<file path="config.mk">
export PLATFORM = sky130hd
export DESIGN_NAME = data_sync_filter
export DESIGN_NICKNAME = d
export VERILOG_FILES = /design/src/rtl/data_sync_filter.sv
export SDC_FILE = /design/constraint.sdc
export NUM_CORES = 1
export LEC_CHECK = 0
export BUFFER_PORTS_ARGS = -buffer_cell sky130_fd_sc_hd__buf_4
export CAP_MARGIN = 20
export CORE_ASPECT_RATIO = 0.9
export CORE_MARGIN = 2
export CORE_UTILIZATION = 45
export CTS_CLUSTER_SIZE = 16
export DETAILED_ROUTE_END_ITERATION = 6
export PLACE_DENSITY = 0.68
export SLEW_MARGIN = 10
export SYNTH_ARGS = -nofsm -noshare
export SYNTH_HDL_FRONTEND = slang
export SYNTH_SLANG_ARGS = --single-unit
</file>
<file path="constraint.sdc">
create_clock -name clk_i -period 1.5 [get_ports clk_i]
set_clock_uncertainty 0.1 [all_clocks]
set_input_delay 0.15 -clock clk_i [delete_from_list [all_inputs] [get_ports clk_i]]
set_output_delay 0.15 -clock clk_i [all_outputs]
set_load 0.02 [all_outputs]
</file>
<file path="src/rtl/data_sync_filter.sv">
// Multi-channel input conditioner. Each bit goes through a synchroniser chain,
// then a stability filter that commits only after F_CYCLES consecutive mismatches.
`timescale 1ns/100ps

module data_sync_filter_lane #(
  parameter int   S_STAGES = 2,
  parameter int   F_CYCLES = 4,
  parameter int   CW       = 2,
  parameter logic INIT_BIT = 1'b0
) (
  input  logic clk_i,
  input  logic rst_n_i,
  input  logic d_i,
  output logic data_o,
  output logic rise_o,
  output logic fall_o,
  output logic commit_o
);
  localparam logic [CW-1:0] LAST = CW'(F_CYCLES - 1);

  logic [S_STAGES-1:0] sync_q, sync_d;
  logic [CW-1:0]       cnt_q, cnt_d;
  logic                data_q, data_d;
  logic                rise_q, rise_d;
  logic                fall_q, fall_d;
  logic                s;

  assign sync_d = {sync_q[S_STAGES-2:0], d_i};
  assign s      = sync_q[S_STAGES-1];

  always_comb begin
    cnt_d    = cnt_q;
    data_d   = data_q;
    rise_d   = 1'b0;
    fall_d   = 1'b0;
    commit_o = 1'b0;
    if (s == data_q) begin
      cnt_d = '0;
    end else if (cnt_q == LAST) begin
      commit_o = 1'b1;
      data_d   = s;
      cnt_d    = '0;
      rise_d   = s;
      fall_d   = ~s;
    end else begin
      cnt_d = cnt_q + 1'b1;
    end
  end

  always_ff @(posedge clk_i) begin
    if (!rst_n_i) begin
      sync_q <= {S_STAGES{INIT_BIT}};
      cnt_q  <= '0;
      data_q <= INIT_BIT;
      rise_q <= 1'b0;
      fall_q <= 1'b0;
    end else begin
      sync_q <= sync_d;
      cnt_q  <= cnt_d;
      data_q <= data_d;
      rise_q <= rise_d;
      fall_q <= fall_d;
    end
  end

  assign data_o = data_q;
  assign rise_o = rise_q;
  assign fall_o = fall_q;
endmodule

module data_sync_filter #(
  parameter int                 D_WIDTH  = 8,
  parameter int                 S_STAGES = 2,
  parameter int                 F_CYCLES = 4,
  parameter logic [D_WIDTH-1:0] INIT_VAL = '0
) (
  input  logic               clk_i,
  input  logic               rst_n_i,
  input  logic [D_WIDTH-1:0] data_i,
  output logic [D_WIDTH-1:0] data_o,
  output logic [D_WIDTH-1:0] rise_o,
  output logic [D_WIDTH-1:0] fall_o,
  output logic               chg_o
);
  localparam int CW = (F_CYCLES > 1) ? $clog2(F_CYCLES) : 1;

  if (S_STAGES < 2) begin : g_bad_stages
    $error("data_sync_filter: S_STAGES must be >= 2");
  end
  if (F_CYCLES < 1) begin : g_bad_cycles
    $error("data_sync_filter: F_CYCLES must be >= 1");
  end

  logic [D_WIDTH-1:0] commit;
  logic               chg_q, chg_d;

  for (genvar g = 0; g < D_WIDTH; g++) begin : g_lane
    data_sync_filter_lane #(
      .S_STAGES (S_STAGES),
      .F_CYCLES (F_CYCLES),
      .CW       (CW),
      .INIT_BIT (INIT_VAL[g])
    ) u_lane (
      .clk_i    (clk_i),
      .rst_n_i  (rst_n_i),
      .d_i      (data_i[g]),
      .data_o   (data_o[g]),
      .rise_o   (rise_o[g]),
      .fall_o   (fall_o[g]),
      .commit_o (commit[g])
    );
  end

  // Every commit produces exactly one rise or fall, so OR of commits is chg.
  assign chg_d = |commit;

  always_ff @(posedge clk_i) begin
    if (!rst_n_i) chg_q <= 1'b0;
    else          chg_q <= chg_d;
  end

  assign chg_o = chg_q;
endmodule

</file>
==> reports/qor.yml, run 1 <==
synth_edf_count: 0
fillers: 388
hold_class: "primary input to register"
grt_pass1_wl_mm: 5.35
fp.coreArea_mm2: 0.00446
critPathLaunchType: "register"
leakage_nw: 1.07
nNetsFinal: 223
track_usage_pct: 14.6
ys_warn_count: 0
synthMuxAreaShare_pct: 3.85
rows: 23
die_area_mm2: 0.00518
routed-via-count: 1265
status: "finished, final reports clean"
drv_slew: 0
dr.pass1.iters: 2
wirelength_mm: 3.26
max_cap_viol_count: 0
max_freq_mhz: 824
dpl.cell_count: 248
synth_top_family_by_area: "simple AND/OR/NAND/NOR gates"
clock_latency_ns: 0.32
drive_above_1_share_pct: 24.8
tns_ns: 0
clockRootBuffer: "clkbuf_8"
cts_buffers: 9
setup_viol: 0
arrival_ns: 1.36
crit_chain: "xor2_1 -> a22oi_1 -> a41oi_1"
synth-seq-cells: 57
synth_area_per_cell_um2: 11.6
grt_max_degree: 21
final_util_pct: 55.3
layout_setup_ws_ns: 0.287
ys.flop_type: "dfxtp_1"
cts.sink_count: 57
critPathRequiredTime_ns: 1.64
synth_seq_area_share_pct: 54.9
drtIter0Drc: 55
post-place-ws_ns: 0.314
synth-async-reset-ratio_pct: 0
first_global_vias: 1216
synthTopCellsByCount: "57 x dfxtp_1, 25 x buf_4, 16 x and2_1, 16 x nor3b_1"
syn-cell-area_mm2: 0.00208
die_height_um: 68.5
hpwl_mm: 2.14
antenna_found_initial: 0
ioPinCount: 35
synth_cell_types: 18
crit_type: "register to register"
via_per_inst: 4.65
tritoncts: "done"
final_cells: 272
ff_latch_area_mm2: 0.00114
multi_input_comb_area_um2: 727
clk_pin_slew_worst_paths_ns: 0.06
cp-end-kind: "register"
start_util_pct: 46.6
cp_slowest_cell: "dfxtp_1"
yosys.area.top_type_share_pct: 54.9
powerDensity_mw_per_mm2: 1160
yosys.area_share.simple_pct: 21.1
rsz0062_at_grt: "no"
syn_inst: 179
synthAdderAreaFrac_pct: 4.82
cts_buffer_depth: 2
synthXorXnorAreaFrac_pct: 3.37
ir_drop_mv: 0.628
synth_compound_area_share_pct: 1.87
cts_setup_buffers: 0
yosys-top-cells-area: "dfxtp_1 55%, buf_4 9.0%, nor3b_1 5.8%"
max_slew_margin_pct: 77.9
worst_path_largest_cell_delay_ns: 0.41
synth_most_common_cell: "dfxtp_1"
ant_nets: 0
worst_slew_pin_slew_ns: 0.331
gp_congestion: 0.663
cts_resized: 0
min_period_over_period_pct: 80.9
yosys.area.top_type: "dfxtp_1"
routedWlPerCell_um: 12.0
io_buffers: 34
route.detailed.drc: 0
gr-total-overflow: 0
htree_levels: 3
areaGrowthSynthToFinish_pct: 18.7
min_period_ns: 1.21
path_max_fanout: 5
cts_hold_buf: 8
hold_viol: 0
die-width_um: 75.6
syn_nets: 197
diodes: 0
-- report_power, final --
group / total [mW] / leakage, nW / switching (mW) / internal (mW)
registers: 1.56 / 0.463 / 0.0147 / 1.54
logic: 0.0887 / 0.517 / 0.0370 / 0.0517
clock network: 1.23 / 0.0932 / 0.544 / 0.681
-- critical path: cells and delay by family (launching register included) --
kind / cells / cell delay, ns
xor gates and xnor gates: 1 / 0.26
AOI/OAI and AO/OA: 2 / 0.36
DFF: 1 / 0.41
-- cell usage in the layout (no fill, tap or decap) --
master / Yosys / layout
dfxtp_1: 57 / 57
buf_4: 25 / 35
and2_1: 16 / 16
nor3b_1: 16 / 16
clkbuf_8: 0 / 11
nand2_1: 8 / 8
mux2i_1: 8 / 8
nor2_1: 8 / 8
xor2_1: 8 / 8
ha_1: 8 / 8
dlygate4sd3_1: 0 / 8
and4b_1: 7 / 7
nor4b_1: 7 / 7
a22oi_1: 4 / 4
clkinv_2: 0 / 3
clkbuf_1: 2 / 2
inv_2: 1 / 1
nor4b_2: 1 / 1
and4b_2: 1 / 1
a41oi_1: 1 / 1
-- flip-flops by register name (all words and copies together) (netlist names) --
name / cells
chg_o: 1
g_lane.u_lane.cnt_q: 16
g_lane.u_lane.data_o: 8
g_lane.u_lane.fall_o: 8
g_lane.u_lane.rise_o: 8
g_lane.u_lane.sync_q: 16
-- area by class of cell --
cell class / instances / share of cell area [%]
clock buffers: 13 / 6.44
well taps: 62 / 3.15
inverters: 1 / 0.152
flip-flops and latches: 57 / 46.3
repair buffers: 43 / 13.9
clock inverters: 3 / 0.609
multi-input cells: 93 / 29.5
-- metrics by stage --
step	total power [mW]	area, µm²	hold slack (ns)
floorplan	1.63	2080	0.177
global placement	1.66	2210	0.259
detailed placement	1.66	2210	0.261
CTS	2.91	2470	0.0816
global route	3.00	2470	0.0945
finish	2.87	2470	0.0934
-- kinds of logic after synthesis --
group                      after synthesis
and+or+nand+nor                         64
DFF                                     57
buffers and inverters                   29
xor gates and xnor gates                 8
muxes                                    8
adders and majority gates                8
AOI/OAI and AO/OA                        5
-- metal layers --
metal | wire, µm | global-route usage (%) | share of wire, %
met5 | 0 | 0 | 0
met4 | 65 | 9.87 | 2.0
met3 | 174 | 5.60 | 5.3
met2 | 1550 | 22.9 | 48
met1 | 1470 | 16.4 | 45
-- final timing paths --
| kind | slack (ns) | from | to | cells past startpoint |
|---|---|---|---|---|
| setup / recovery | 0.29 | g_lane[7].u_lane.data_o$_SDFFE_PN0P_ | chg_o$_SDFF_PN0_ | 3 |
| hold reg to reg | 0.33 | g_lane[5].u_lane.cnt_q[0]$_SDFF_PP0_ | g_lane[5].u_lane.cnt_q[0]$_SDFF_PP0_ | 1 |
| setup reg to reg | 0.29 | g_lane[7].u_lane.data_o$_SDFFE_PN0P_ | chg_o$_SDFF_PN0_ | 3 |
| hold / removal | 0.09 | rst_n_i | g_lane[1].u_lane.sync_q[0]$_SDFF_PN0_ | 2 |
Note: power is estimated with default switching activity, not from simulation.
==> run 2: changes to the inputs <==
clock period = 1.2 ns   (was 1.5 ns; I/O delays follow)
==> run 2 against run 1 <==
  * Via count is 0.47% higher
  * Power rose by 35%
  * Flip-flop and latch count unchanged
  * Clock-buffer cell count grew 1
  * Final area rose by 4.7%
  * Combinational power grew 34%
  * Highest routed layer unchanged
  * Setup slack lost 0.24 ns
==> reports/qor.yml, run 2 (synthesis results as in run 1) <==
drv_slew: 0  # unchanged
min_period_ns: 1.15  # was 1.21 ns
diodes: 0  # unchanged
p_sw_share_pct: 19.1  # was 20.8%
routedWlPerCell_um: 12.4  # was 12.0 µm
die_area_mm2: 0.00518  # unchanged
grt_pass1_wl_mm: 5.32  # was 5.35 mm
cts_setup_buffers: 0  # unchanged
route.detailed.drc: 0  # unchanged
crit_type: "register to register"  # unchanged
fp.coreArea_mm2: 0.00446  # unchanged
first_global_vias: 1230  # was 1216
rsz0062_at_grt: "yes"  # was no
hold_class: "primary input to register"  # unchanged
dr.pass1.iters: 4  # was 2
ir_drop_mv: 0.923  # was 0.628 mV
die-width_um: 75.6  # unchanged
seqPwrFrac_pct: 50.4  # was 54.2%
cts.sink_count: 57  # unchanged
largestRegisters: "g_lane.u_lane.cnt_q x16, g_lane.u_lane.sync_q x16"  # unchanged
path_max_fanout: 5  # unchanged
cp-end-kind: "register"  # unchanged
routed-via-count: 1271  # was 1265
worst_slew_pin_slew_ns: 0.327  # was 0.331 ns
areaGrowthSynthToFinish_pct: 24.2  # was 18.7%
critPathLaunchType: "register"  # unchanged
layout_common_cells: "53 x dfxtp_1, 35 x buf_4, 16 x and2_1, 16 x nor3b_1, 12 x clkbuf_8"  # was 57 x dfxtp_1, 35 x buf_4, 16 x and2_1, 16 x nor3b_1, 11 x clkbuf_8
clkPwrFrac_pct: 46.5  # was 42.7%
arrival_ns: 1.30  # was 1.36 ns
r2r_slack_ns: 0.05  # was 0.29 ns
drive_above_1_share_pct: 31.6  # was 24.8%
clk_pin_slew_worst_paths_ns: 0.06  # about the same
final_util_pct: 57.9  # was 55.3%
final_common_cell: "dfxtp_1"  # unchanged
max_cap_viol_count: 0  # unchanged
ioPinCount: 35  # unchanged
pwr-share-comb_pct: 3.1  # about the same
gp_congestion: 0.668  # was 0.663
grt_max_degree: 19  # was 21
cts_buffer_depth: 2  # unchanged
crit_start: "g_lane[3].u_lane.data_o$_SDFFE_PN0P_"  # was g_lane[7].u_lane.data_o$_SDFFE_PN0P_
start_util_pct: 46.6  # unchanged
tns_ns: 0  # unchanged
min_from: "rst_n_i"  # unchanged
leakage_nw: 1.09  # was 1.07 nW
endpoint: "chg_o$_SDFF_PN0_"  # unchanged
rows: 23  # unchanged
clock_latency_ns: 0.32  # about the same
max_slew_margin_pct: 78.2  # was 77.9%
critPathRequiredTime_ns: 1.34  # was 1.64 ns
setup_viol: 0  # unchanged
fillers: 350  # was 388
drtIter0Drc: 49  # was 55
p_int_mw: 3.12  # was 2.27 mW
die_height_um: 68.5  # unchanged
clockRootBuffer: "clkbuf_8"  # unchanged
wirelength_mm: 3.39  # was 3.26 mm
via_per_inst: 4.64  # was 4.65
htree_levels: 3  # unchanged
holdWs_ns: 0.0705  # was 0.0934 ns
io_buffers: 34  # unchanged
status: "finished, final reports clean"  # unchanged
r2r-start: "g_lane[3].u_lane.data_o$_SDFFE_PN0P_"  # was g_lane[7].u_lane.data_o$_SDFFE_PN0P_
nNetsFinal: 225  # was 223
tritoncts: "done"  # unchanged
ff2ff_path_depth: 3  # unchanged
cts_buffers: 9  # unchanged
min_period_over_period_pct: 96.1  # was 80.9%
hold_viol: 0  # unchanged
p_switching_mw: 0.739  # was 0.596 mW
hpwl_mm: 2.26  # was 2.14 mm
ant_nets: 0  # unchanged
gr-total-overflow: 0  # unchanged
powerDensity_mw_per_mm2: 1500  # was 1160 mW/mm²
track_usage_pct: 14.4  # was 14.6%
max_freq_mhz: 867  # was 824 MHz
antenna_found_initial: 0  # unchanged
rr_endpoint: "chg_o$_SDFF_PN0_"  # unchanged
run 2: cell types whose count changed in the layout (fill, tap and decap cells not counted), sizes merged:
| cell | before | now |
|---|---|---|
| clkinv | 3 | 1 |
| buf | 35 | 37 |
| clkbuf | 13 | 14 |
| bufinv | 0 | 1 |
run 2: metrics by stage:
| step | std cells | cell area, µm² | total power, mW | worst slack, ns |
|---|---|---|---|---|
| after floorplan | 179 | 2080 | 2.04 | 0.140 |
| after global placement | 250 | 2240 | 2.08 | 0.0705 |
| after detailed placement | 250 | 2240 | 2.08 | 0.0228 |
| after CTS | 274 | 2530 | 3.91 | 0.00589 |
| after global routing | 274 | 2580 | 4.03 | -0.0173 |
| final | 274 | 2580 | 3.86 | 0.0471 |
run 2: critical path, stage by stage (launching register included):
cell,delay (ns)
dfxtp_1,0.40
xor2_1,0.25
a22oi_1,0.11
a41oi_1,0.22
run 2: worst min path at each step:
| stage | endpoint | cells after the start |
|---|---|---|
| final | g_lane[1].u_lane.sync_q[1]$_SDFF_PN0_ | 2 |
| after floorplan | g_lane[0].u_lane.sync_q[0]$_SDFF_PN0_ | 1 |
| after global routing | g_lane[6].u_lane.sync_q[1]$_SDFF_PN0_ | 2 |
| after CTS | g_lane[6].u_lane.sync_q[1]$_SDFF_PN0_ | 2 |
| after global placement | g_lane[4].u_lane.sync_q[0]$_SDFF_PN0_ | 2 |
| after detailed placement | g_lane[3].u_lane.sync_q[0]$_SDFF_PN0_ | 2 |
run 2: layer usage:
| layer | track usage (%) | share of wire [%] | vias up |
|---|---|---|---|
| met5 | 0 | 0 | - |
| met1 | 15.9 | 46 | 596 |
| li1 | - | - | 643 |
| met2 | 22.9 | 48 | 26 |
| met3 | 5.01 | 4.4 | 6 |
| met4 | 10.5 | 1.8 | 0 |
run 2: cell type report:
cell class                 instances  area, µm²  area share [%]
clock buffer                      14        173            6.69
clock inverter                     2       35.0            1.36
inverter                           1       3.75           0.145
multi-input combinational         93        772            29.9
sequential                        57       1150            44.4
tap                               62       77.6            3.01
timing repair buffer              45        374            14.5
run 2: timing repair:
action	in CTS	in global routing
pin swaps	1	0
endpoints found under the setup margin	1	5
gates cloned	0	0
hold buffers	8	0
gates resized for setup	1	13
hold endpoints to repair	8	0
run 2: power groups by stage:
stage	clock network (mW)	registers [mW]	logic, mW
4_1_cts	1.85	1.95	0.119
3_3_place_gp	0	1.98	0.0928
6_report	1.80	1.95	0.119
5_1_grt	1.95	1.95	0.131
2_1_floorplan	0	1.98	0.0571
3_5_place_dp	0	1.99	0.0976
==> run 3: changes to the inputs <==
GPL_TIMING_DRIVEN = 0   (was default)
==> run 3 against run 2 <==
  * First-iteration DRC count is 33% lower
  * Sequential share of layout area shrank 2.9 points
  * Via count rose by 6.3%
  * Global-route usage grew 1.7 points
  * Largest cell class unchanged
  * Die area stayed put
==> reports/qor.yml, run 3 (synthesis results as in run 1) <==
cts_buffers: 9  # unchanged
drv_slew: 0  # unchanged
critPathLaunchType: "register"  # unchanged
rows: 23  # unchanged
tritoncts: "done"  # unchanged
powerDensity_mw_per_mm2: 1260  # was 1500 mW/mm²
clk_pin_slew_worst_paths_ns: 0.06  # about the same
crit_type: "register to register"  # unchanged
largestRegisters: "g_lane.u_lane.cnt_q x16, g_lane.u_lane.sync_q x16"  # unchanged
route.detailed.drc: 0  # unchanged
clockRootBuffer: "clkbuf_8"  # unchanged
ir_drop_mv: 0.958  # was 0.923 mV
fp.coreArea_mm2: 0.00446  # unchanged
hold_class: "primary input to register"  # unchanged
critPathRequiredTime_ns: 1.29  # was 1.34 ns
hold_viol: 0  # unchanged
ant_nets: 0  # unchanged
nNetsFinal: 252  # was 225
routed-via-count: 1351  # was 1271
gr-total-overflow: 0  # unchanged
p_total_mw: 3.56  # was 3.86 mW
routedWlPerCell_um: 11.8  # was 12.4 µm
areaGrowthSynthToFinish_pct: 35.6  # was 24.2%
clock_latency_ns: 0.33  # was 0.32 ns
grt_pass1_wl_mm: 5.66  # was 5.32 mm
ff2ff_path_depth: 3  # unchanged
worst_slew_pin_slew_ns: 0.437  # was 0.327 ns
dr.pass1.iters: 4  # unchanged
die_area_mm2: 0.00518  # unchanged
tns_ns: 0  # unchanged
drtIter0Drc: 33  # was 49
r2r_slack_ns: 0.04  # was 0.05 ns
cp-end-kind: "register"  # unchanged
hold_end: "g_lane[0].u_lane.cnt_q[0]$_SDFF_PP0_"  # was g_lane[1].u_lane.sync_q[1]$_SDFF_PN0_
holdWs_ns: 0.0762  # was 0.0705 ns
grt_max_degree: 11  # was 19
layout_common_cells: "51 x buf_4, 48 x dfxtp_1, 16 x and2_1, 16 x nor3b_1, 11 x clkbuf_8"  # was 53 x dfxtp_1, 35 x buf_4, 16 x and2_1, 16 x nor3b_1, 12 x clkbuf_8
start_util_pct: 46.6  # unchanged
min_period_over_period_pct: 96.7  # was 96.1%
final_common_cell: "buf_4"  # was dfxtp_1
hpwl_mm: 2.09  # was 2.26 mm
path_max_fanout: 5  # unchanged
first_global_vias: 1241  # was 1230
max_slew_margin_pct: 70.9  # was 78.2%
die_height_um: 68.5  # unchanged
ioPinCount: 35  # unchanged
io_buffers: 34  # unchanged
arrival_ns: 1.25  # was 1.30 ns
r2r-start: "g_lane[7].u_lane.cnt_q[0]$_SDFF_PP0_"  # was g_lane[3].u_lane.data_o$_SDFFE_PN0P_
track_usage_pct: 16.1  # was 14.4%
min_path_cells: 3  # was 2
htree_levels: 3  # unchanged
cts.sink_count: 57  # unchanged
min_from: "rst_n_i"  # unchanged
max_cap_viol_count: 0  # unchanged
drive_above_1_share_pct: 41.4  # was 31.6%
setup_viol: 0  # unchanged
gp_congestion: 0.674  # was 0.668
via_per_inst: 4.52  # was 4.64
cts_buffer_depth: 2  # unchanged
rr_endpoint: "chg_o$_SDFF_PN0_"  # unchanged
leakage_nw: 1.21  # was 1.09 nW
antenna_found_initial: 0  # unchanged
diodes: 0  # unchanged
min_period_ns: 1.16  # was 1.15 ns
wirelength_mm: 3.54  # was 3.39 mm
rsz0062_at_grt: "yes"  # unchanged
max_freq_mhz: 862  # was 867 MHz
status: "finished, final reports clean"  # unchanged
die-width_um: 75.6  # unchanged
-- run 3: power by group --
group / internal (mW) / switching, mW / total [mW]
combinational: 0.0735 / 0.0541 / 0.128
sequential: 1.91 / 0.0210 / 1.93
clock: 0.841 / 0.660 / 1.50
-- run 3: timing repair --
item	CTS	global route
buffers inserted	0	2
gates resized for setup	10	30
endpoints found under the setup margin	9	9
endpoints found under the hold margin	12	0
hold buffers	9	0
-- run 3: layout make-up --
class	instances	area, µm²
fill	361	1640
multi-input combinational	93	812
timing repair buffer	45	387
sequential	57	1170
clock buffer	14	163
tap	62	77.6
buffer	27	206
inverter	1	3.75
-- run 3: per-layer routing --
layer	vias up	track usage [%]	wire length [µm]
met1	621	17.3	1590
met2	26	24.7	1690
met5	-	0	0
met3	8	10.2	187
met4	0	7.89	78
li1	696	-	-
-- run 3: metrics by stage --
step | setup WS (ns) | std cells | cell area, µm² | util (%)
final | 0.0402 | 299 | 2820 | 63.2
after global routing | -0.0171 | 299 | 2820 | 63.2
after CTS | -0.0215 | 298 | 2680 | 60.2
after detailed placement | -0.0295 | 275 | 2410 | 54.1
after global placement | -0.0346 | 275 | 2410 | 54.1
after floorplan | 0.140 | 179 | 2080 | -
-- run 3: worst max-delay path: stages, from the launching register on --
cell     delay, ns
dfxtp_1       0.31
ha_1          0.27
a22oi_2       0.20
a41oi_2       0.15
-- run 3: how the worst max path moves through the flow --
stage | endpoint | slack (ns) | cells past startpoint | start
after floorplan | chg_o$_SDFF_PN0_ | 0.14 | 3 | g_lane[1].u_lane.cnt_q[0]$_SDFF_PP0_
after global placement | chg_o$_SDFF_PN0_ | -0.03 | 3 | g_lane[1].u_lane.data_o$_SDFFE_PN0P_
after detailed placement | chg_o$_SDFF_PN0_ | -0.03 | 3 | g_lane[1].u_lane.cnt_q[0]$_SDFF_PP0_
after CTS | chg_o$_SDFF_PN0_ | -0.02 | 3 | g_lane[1].u_lane.sync_q[1]$_SDFF_PN0_
after global routing | chg_o$_SDFF_PN0_ | -0.02 | 3 | g_lane[2].u_lane.sync_q[1]$_SDFF_PN0_
final | chg_o$_SDFF_PN0_ | 0.04 | 3 | g_lane[7].u_lane.cnt_q[0]$_SDFF_PP0_
